--- src/rtl/main_ram_arbiter_pkg.sv ---
// Shared constants and helpers for the main RAM arbiter.
// Port indices, RAM bus widths and the starve counter width live here so the
// top and the starve counter agree on them.
package main_ram_arbiter_pkg;

  localparam int unsigned NUM_PORTS     = 3;
  localparam int unsigned PORT_HOST     = 0;
  localparam int unsigned PORT_LAYER    = 1;
  localparam int unsigned PORT_SPRITE   = 2;

  localparam int unsigned RAM_DATA_W    = 32;
  localparam int unsigned RAM_BYTESEL_W = 4;

  localparam int unsigned PORT_SEL_W    = 2;
  localparam int unsigned STARVE_CNT_W  = 8;

  typedef logic [PORT_SEL_W-1:0] port_sel_t;

  // One-hot vector for a port index.
  function automatic logic [NUM_PORTS-1:0] port_onehot(input port_sel_t sel);
    return NUM_PORTS'(1) << sel;
  endfunction

endpackage

--- src/rtl/main_ram_arb_starve.sv ---
// Per-port saturating wait counter for the main RAM arbiter.
// Counts cycles a port requests without being granted; starved_c is high
// while the port is requesting and has waited at least LIMIT cycles.
//   clk, rst   : clock, asynchronous active-high reset
//   req        : this port's request
//   ack        : this port's grant in the current cycle
//   starved_c  : combinational starved flag, feeds grant selection
module main_ram_arb_starve
  import main_ram_arbiter_pkg::*;
#(
  parameter int unsigned LIMIT = 15
) (
  input  logic clk,
  input  logic rst,
  input  logic req,
  input  logic ack,
  output logic starved_c
);

  localparam logic [STARVE_CNT_W-1:0] CNT_MAX = '1;

  logic [STARVE_CNT_W-1:0] cnt;

  // Wait counter: cleared on grant or when idle, saturates at its maximum.
  always_ff @(posedge clk or posedge rst) begin
    if (rst) begin
      cnt <= '0;
    end else if (!req || ack) begin
      cnt <= '0;
    end else if (cnt != CNT_MAX) begin
      cnt <= cnt + STARVE_CNT_W'(1);
    end
  end

  // Gated by req so a counter left over from a dropped request cannot win.
  assign starved_c = req && (cnt >= STARVE_CNT_W'(LIMIT));

endmodule

--- src/rtl/main_ram_arbiter.sv ---
// Three-port arbiter in front of the single-port main RAM.
// Port 0 (host) has fixed priority, ports 1/2 (layer/sprite renderers)
// alternate round-robin, and a renderer that has waited STARVE_LIMIT cycles
// preempts the host.
//   clk, rst        : clock, asynchronous active-high reset
//   req/write/addr/wrdata/wrbytesel : per-port request buses
//   ack             : one-hot grant, combinational, same cycle as RAM access
//   rddata/rdvalid  : shared read data, one-hot valid one cycle after a read
//   ram_*           : RAM bus (1-cycle registered read latency)
module main_ram_arbiter
  import main_ram_arbiter_pkg::*;
#(
  parameter int unsigned ADDR_W       = 15,
  parameter int unsigned STARVE_LIMIT = 15
) (
  input  logic                                  clk,
  input  logic                                  rst,
  input  logic [NUM_PORTS-1:0]                  req,
  input  logic [NUM_PORTS-1:0]                  write,
  input  logic [NUM_PORTS*ADDR_W-1:0]           addr,
  input  logic [NUM_PORTS*RAM_DATA_W-1:0]       wrdata,
  input  logic [NUM_PORTS*RAM_BYTESEL_W-1:0]    wrbytesel,
  output logic [NUM_PORTS-1:0]                  ack,
  output logic [RAM_DATA_W-1:0]                 rddata,
  output logic [NUM_PORTS-1:0]                  rdvalid,
  output logic [ADDR_W-1:0]                     ram_addr,
  output logic [RAM_DATA_W-1:0]                 ram_wrdata,
  output logic [RAM_BYTESEL_W-1:0]              ram_wrbytesel,
  output logic                                  ram_write,
  input  logic [RAM_DATA_W-1:0]                 ram_rddata
);

  logic                 rr_next;      // 0: layer preferred, 1: sprite preferred
  logic [NUM_PORTS-1:0] rd_port;
  logic                 starved_layer;
  logic                 starved_sprite;
  logic                 grant_valid;
  port_sel_t            grant_sel;
  port_sel_t            rr_pick;

  main_ram_arb_starve #(.LIMIT(STARVE_LIMIT)) u_starve_layer (
    .clk       (clk),
    .rst       (rst),
    .req       (req[PORT_LAYER]),
    .ack       (ack[PORT_LAYER]),
    .starved_c (starved_layer)
  );

  main_ram_arb_starve #(.LIMIT(STARVE_LIMIT)) u_starve_sprite (
    .clk       (clk),
    .rst       (rst),
    .req       (req[PORT_SPRITE]),
    .ack       (ack[PORT_SPRITE]),
    .starved_c (starved_sprite)
  );

  // Grant selection: starved renderer, then host, then renderers round-robin.
  // Idle selects the host so the RAM mux has a defined source.
  always_comb begin
    grant_valid = 1'b0;
    grant_sel   = port_sel_t'(PORT_HOST);
    rr_pick     = rr_next ? port_sel_t'(PORT_SPRITE) : port_sel_t'(PORT_LAYER);
    if (!rst) begin
      if (starved_layer && starved_sprite) begin
        grant_valid = 1'b1;
        grant_sel   = rr_pick;
      end else if (starved_layer) begin
        grant_valid = 1'b1;
        grant_sel   = port_sel_t'(PORT_LAYER);
      end else if (starved_sprite) begin
        grant_valid = 1'b1;
        grant_sel   = port_sel_t'(PORT_SPRITE);
      end else if (req[PORT_HOST]) begin
        grant_valid = 1'b1;
        grant_sel   = port_sel_t'(PORT_HOST);
      end else if (req[PORT_LAYER] && req[PORT_SPRITE]) begin
        grant_valid = 1'b1;
        grant_sel   = rr_pick;
      end else if (req[PORT_LAYER]) begin
        grant_valid = 1'b1;
        grant_sel   = port_sel_t'(PORT_LAYER);
      end else if (req[PORT_SPRITE]) begin
        grant_valid = 1'b1;
        grant_sel   = port_sel_t'(PORT_SPRITE);
      end
    end
  end

  assign ack = grant_valid ? port_onehot(grant_sel) : '0;

  // RAM bus driven from the selected port.
  always_comb begin
    ram_addr      = addr[32'(grant_sel)*ADDR_W +: ADDR_W];
    ram_wrdata    = wrdata[32'(grant_sel)*RAM_DATA_W +: RAM_DATA_W];
    ram_wrbytesel = wrbytesel[32'(grant_sel)*RAM_BYTESEL_W +: RAM_BYTESEL_W];
    ram_write     = grant_valid & write[grant_sel];
  end

  // Round-robin pointer and read-return pipeline.
  always_ff @(posedge clk or posedge rst) begin
    if (rst) begin
      rr_next <= 1'b0;
      rd_port <= '0;
    end else begin
      rd_port <= ack & ~write;
      if (ack[PORT_LAYER]) begin
        rr_next <= 1'b1;
      end else if (ack[PORT_SPRITE]) begin
        rr_next <= 1'b0;
      end
    end
  end

  assign rdvalid = rd_port;
  assign rddata  = ram_rddata;

endmodule

--- config.mk ---
export PLATFORM = sky130hd
export DESIGN_NAME = main_ram_arbiter
export DESIGN_NICKNAME = d
export VERILOG_FILES = /design/src/rtl/main_ram_arbiter_pkg.sv /design/src/rtl/main_ram_arb_starve.sv /design/src/rtl/main_ram_arbiter.sv
export SDC_FILE = /design/constraint.sdc
export NUM_CORES = 1
export LEC_CHECK = 0
export ABC_AREA = 0
export ABC_CLOCK_PERIOD_IN_PS = 5400
export CORE_AREA = 3 3 108 110
export DETAILED_ROUTE_END_ITERATION = 10
export DIE_AREA = 0 0 111 113
export HOLD_SLACK_MARGIN = 0.08
export PLACE_DENSITY = 0.68
export SETUP_SLACK_MARGIN = 0.15
export SYNTH_ARGS = -nofsm -noshare
export SYNTH_HDL_FRONTEND = slang
export SYNTH_HIERARCHICAL = 1
export SYNTH_SLANG_ARGS = --single-unit
--- constraint.sdc ---
create_clock -name clk -period 5.4 [get_ports clk]
set_input_delay 0.81 -clock clk [delete_from_list [all_inputs] [get_ports clk]]
set_output_delay 0.81 -clock clk [all_outputs]
set_load 0.02 [all_outputs]
==> results.tsv <==
stage	metric	value	unit
status	status	finished, final reports clean	
clock_tree	count of hold-fix buffers inserted at cts	0	
die	Row Count	38	
clock_tree	count of clock tree sinks	20	
global_routing	maximum number of pins on one net before global-route repair	60	
setup_path	depth of the worst register-to-register path	8	
final_layout	post-layout utilization of the core	0.411	
sta	post-route fraction of the period consumed by the critical path	0.893	
setup_path	Worst Path Arrival	4010	ps
logic_synthesis	EDFF count, synth	0	
setup_path	type of the worst setup path	in -> out	
die	floorplan die height	113	um
logic_synthesis	synthesized area	2390	um2
global_routing	global route overflow	0	
die	overall die area	12500	um2
routing	average vias per placed instance	4.89	
routing	number of antenna-violating nets in the routed design	0	
logic_synthesis	multiplexer fraction of the synthesized cell area	0	
die	I/O pin total	283	
global_routing	overall fraction of global-route tracks in use	0.174	
routing	detailed router's first-iteration violation count	167	
logic_synthesis	fraction of synthesized cell area in xor and xnor cells	0	
logic_synthesis	share of the synthesized area in compound gates (AO/OA/AOI/OAI)	0.322	
clock_tree	post-cts resize count	0	
sta	final hold vios	0	
pwr	Leak Pwr	1.70	nW
sta	Max Transition Viols Final	0	
clock_tree	clock latency on the worst-skew pair	250	ps
sta	final period demand of the worst path	4820	ps
routing	residual DRC count	0	
setup_path	startpoint type of the worst setup path	input port	
setup_path	worst endpoint required time	4590	ps
clock_tree	Clock Pin Slew Worst Setup and Hold Paths	70	ps
routing	total length of routed wires	11500	um
die	Die W	111	um
clock_tree	maximum count of clock buffers along a single path	2	
logic_synthesis	post-synth net total	469	
sta	RSZ-0062 raised after global routing	false	
global_routing	via count of the first global-routing pass	3101	
placed_design	final RePlAce weighted congestion	0.924	
logic_synthesis	main combinational cell family by area after synthesis	compound AO/OA/AOI/OAI gates	
setup_path	element type at the critical path end	output port	
sta	worst hold margin	550	ps
die	Core Region	10800	um2
sta	Final setup violation count	0	
pwr	final total power	637	uW
logic_synthesis	share of synthesized flip-flops with an asynchronous set or reset	1.00	
final_layout	most frequent standard cell in the layout excluding fill and tap cells	sky130_fd_sc_hd__clkdlybuf4s50_1	
sta	Max-Slew Margin vs Limit	0.428	
die	initial core utilization	0.221	
logic_synthesis	flops & latches, synth	20	
routing	Via Count	2873	
clock_tree	buffer type at the clock tree root	sky130_fd_sc_hd__clkbuf_8	
routing	total iterations of the first detailed-routing run	4	
final_layout	share of post-route cells with drive strength above 1	0.0494	
clock_tree	CTS H-Tree Depth	1	
placed_design	Port Buffers	218	
sta	Worst Slack Setup Final	576	ps
setup_path	Worst Path Max Fanout	34	
worst_hold_path	number of cells on the worst hold path	1	
final_layout	fin nets	642	
clock_tree	CTS tree	yes	
logic_synthesis	commonest register cell after synthesis	sky130_fd_sc_hd__dfrtp_1	
sta	Final TNS setup	0	ps
pwr	peak ir drop on the vdd network	69.7	uV
logic_synthesis	register area share after synthesis	0.210	
clock_tree	TritonCTS Buffers	3	
sta	Worst Clk Skew	1.51	ps
logic_synthesis	post-synthesis simple-gate area fraction	0.273	
logic_synthesis	Yosys warnings	6	
routing	average routed wire per standard cell	19.7	um
pwr	power per standard cell area	143	nW/um2
run	MaxCap Viol Count	0	
global_routing	wire length of the first global-routing pass	17500	um
placed_design	placed wire-length estimate after detailed placement	9480	um
final_layout	most frequent cells in the layout	sky130_fd_sc_hd__clkdlybuf4s50_1, sky130_fd_sc_hd__and2_1, sky130_fd_sc_hd__a221o_1, sky130_fd_sc_hd__dfrtp_1, sky130_fd_sc_hd__inv_1	
logic_synthesis	fraction of the mapped netlist area in adder cells	0.0105	
global_routing	initial antenna violation count	0	
sta	maximum clock rate	207	MHz
placed_design	Post-Place Setup Slack	545	ps
clock_tree	number of setup buffers added after CTS	0	
sta	pin slew with the least headroom to its limit	855	ps
worst_hold_path	kind of path behind the tightest hold check	reg -> reg	
final_layout	Area Overhead vs Synth	85.8	%
logic_synthesis	Post-Syn Instances	274	
logic_synthesis	distinct cell type count of the synthesized netlist	37	
logic_synthesis	post-synthesis area per instance	8.72	um2
==> Yosys cell counts (3+ instances only) <==
master                     count  share of area
sky130_fd_sc_hd__buf_2         8          0.017
sky130_fd_sc_hd__nor2b_1       3         0.0079
sky130_fd_sc_hd__clkbuf_1      4         0.0063
sky130_fd_sc_hd__buf_8         5          0.031
sky130_fd_sc_hd__inv_1         9          0.014
sky130_fd_sc_hd__a31oi_1       8          0.021
sky130_fd_sc_hd__a221o_1      52           0.22
sky130_fd_sc_hd__dfrtp_1      20           0.21
sky130_fd_sc_hd__nand2_1       4         0.0063
sky130_fd_sc_hd__o21ai_1       6          0.013
sky130_fd_sc_hd__nand3_1       6          0.013
sky130_fd_sc_hd__a21oi_1       6          0.013
sky130_fd_sc_hd__nor4_1        5          0.013
sky130_fd_sc_hd__nor3_2        4          0.017
sky130_fd_sc_hd__and2_1       52           0.14
sky130_fd_sc_hd__o21ai_0       6          0.013
sky130_fd_sc_hd__nor3_1        8          0.017
sky130_fd_sc_hd__a211oi_2      4          0.021
sky130_fd_sc_hd__buf_4        34           0.11
sky130_fd_sc_hd__nand2b_1      3         0.0079
sky130_fd_sc_hd__nor3b_1       3         0.0094
==> metrics by stage <==
step	std cells	cell area (um2)
after floorplan	274	2390
after global placement	582	4390
after detailed placement	582	4390
after CTS	585	4430
after global routing	585	4430
final	587	4440
==> where the power goes <==
part           switching [mW]  internal (mW)
combinational           0.152          0.224
sequential            0.00729          0.156
clock                  0.0475         0.0497
==> final timing paths <==
kind                                   startpoint                     end  slack, ps
hold reg to reg                           rr_next                 rr_next        550
setup / recovery                           req[2]            ram_addr[11]        580
hold / removal                            rr_next                 rr_next        550
max in group asynchronous                     rst  u_starve_sprite/cnt[2]       4230
setup reg to reg           u_starve_sprite/cnt[0]  u_starve_sprite/cnt[0]       2160
min in group asynchronous                     rst                 rr_next        860
==> critical path: stages <==
cell and delay, ps:
sky130_fd_sc_hd__clkdlybuf4s50_1 580, sky130_fd_sc_hd__a21boi_0 550, sky130_fd_sc_hd__o21ai_1 290, sky130_fd_sc_hd__nor2_4 720, sky130_fd_sc_hd__buf_12 260, sky130_fd_sc_hd__a221o_1 170
sky130_fd_sc_hd__clkdlybuf4s50_1 620
==> layer usage <==
metal / global-route usage / vias up / part of all wire
met3: 0.0417 / 17 / 0.067
met5: 0 / - / 0
li1: - / 1362 / -
met2: 0.313 / 125 / 0.53
met4: 0.0501 / 0 / 0.016
met1: 0.207 / 1369 / 0.39
==> sequential cells by signal (all words and copies together), names as in the netlist <==
signal / count
rdvalid: 3
u_starve_sprite/cnt: 8
u_starve_layer/cnt: 8
rr_next: 1
==> layout make-up <==
type	instances	area, um2
antenna	2	5.00
timing repair buffer	221	2230
clock buffer	3	41.3
tap	140	175
inverter	9	33.8
multi-input combinational	192	1450
fill	1041	6360
sequential	20	500
==> logic make-up after synthesis <==
| logic type | after synthesis |
|---|---|
| AOI/OAI and AO/OA | 89 |
| adders and majority gates | 2 |
| buffers and inverters | 62 |
| DFF | 20 |
| and+or+nand+nor | 101 |
(Power assumes the default switching activity.)
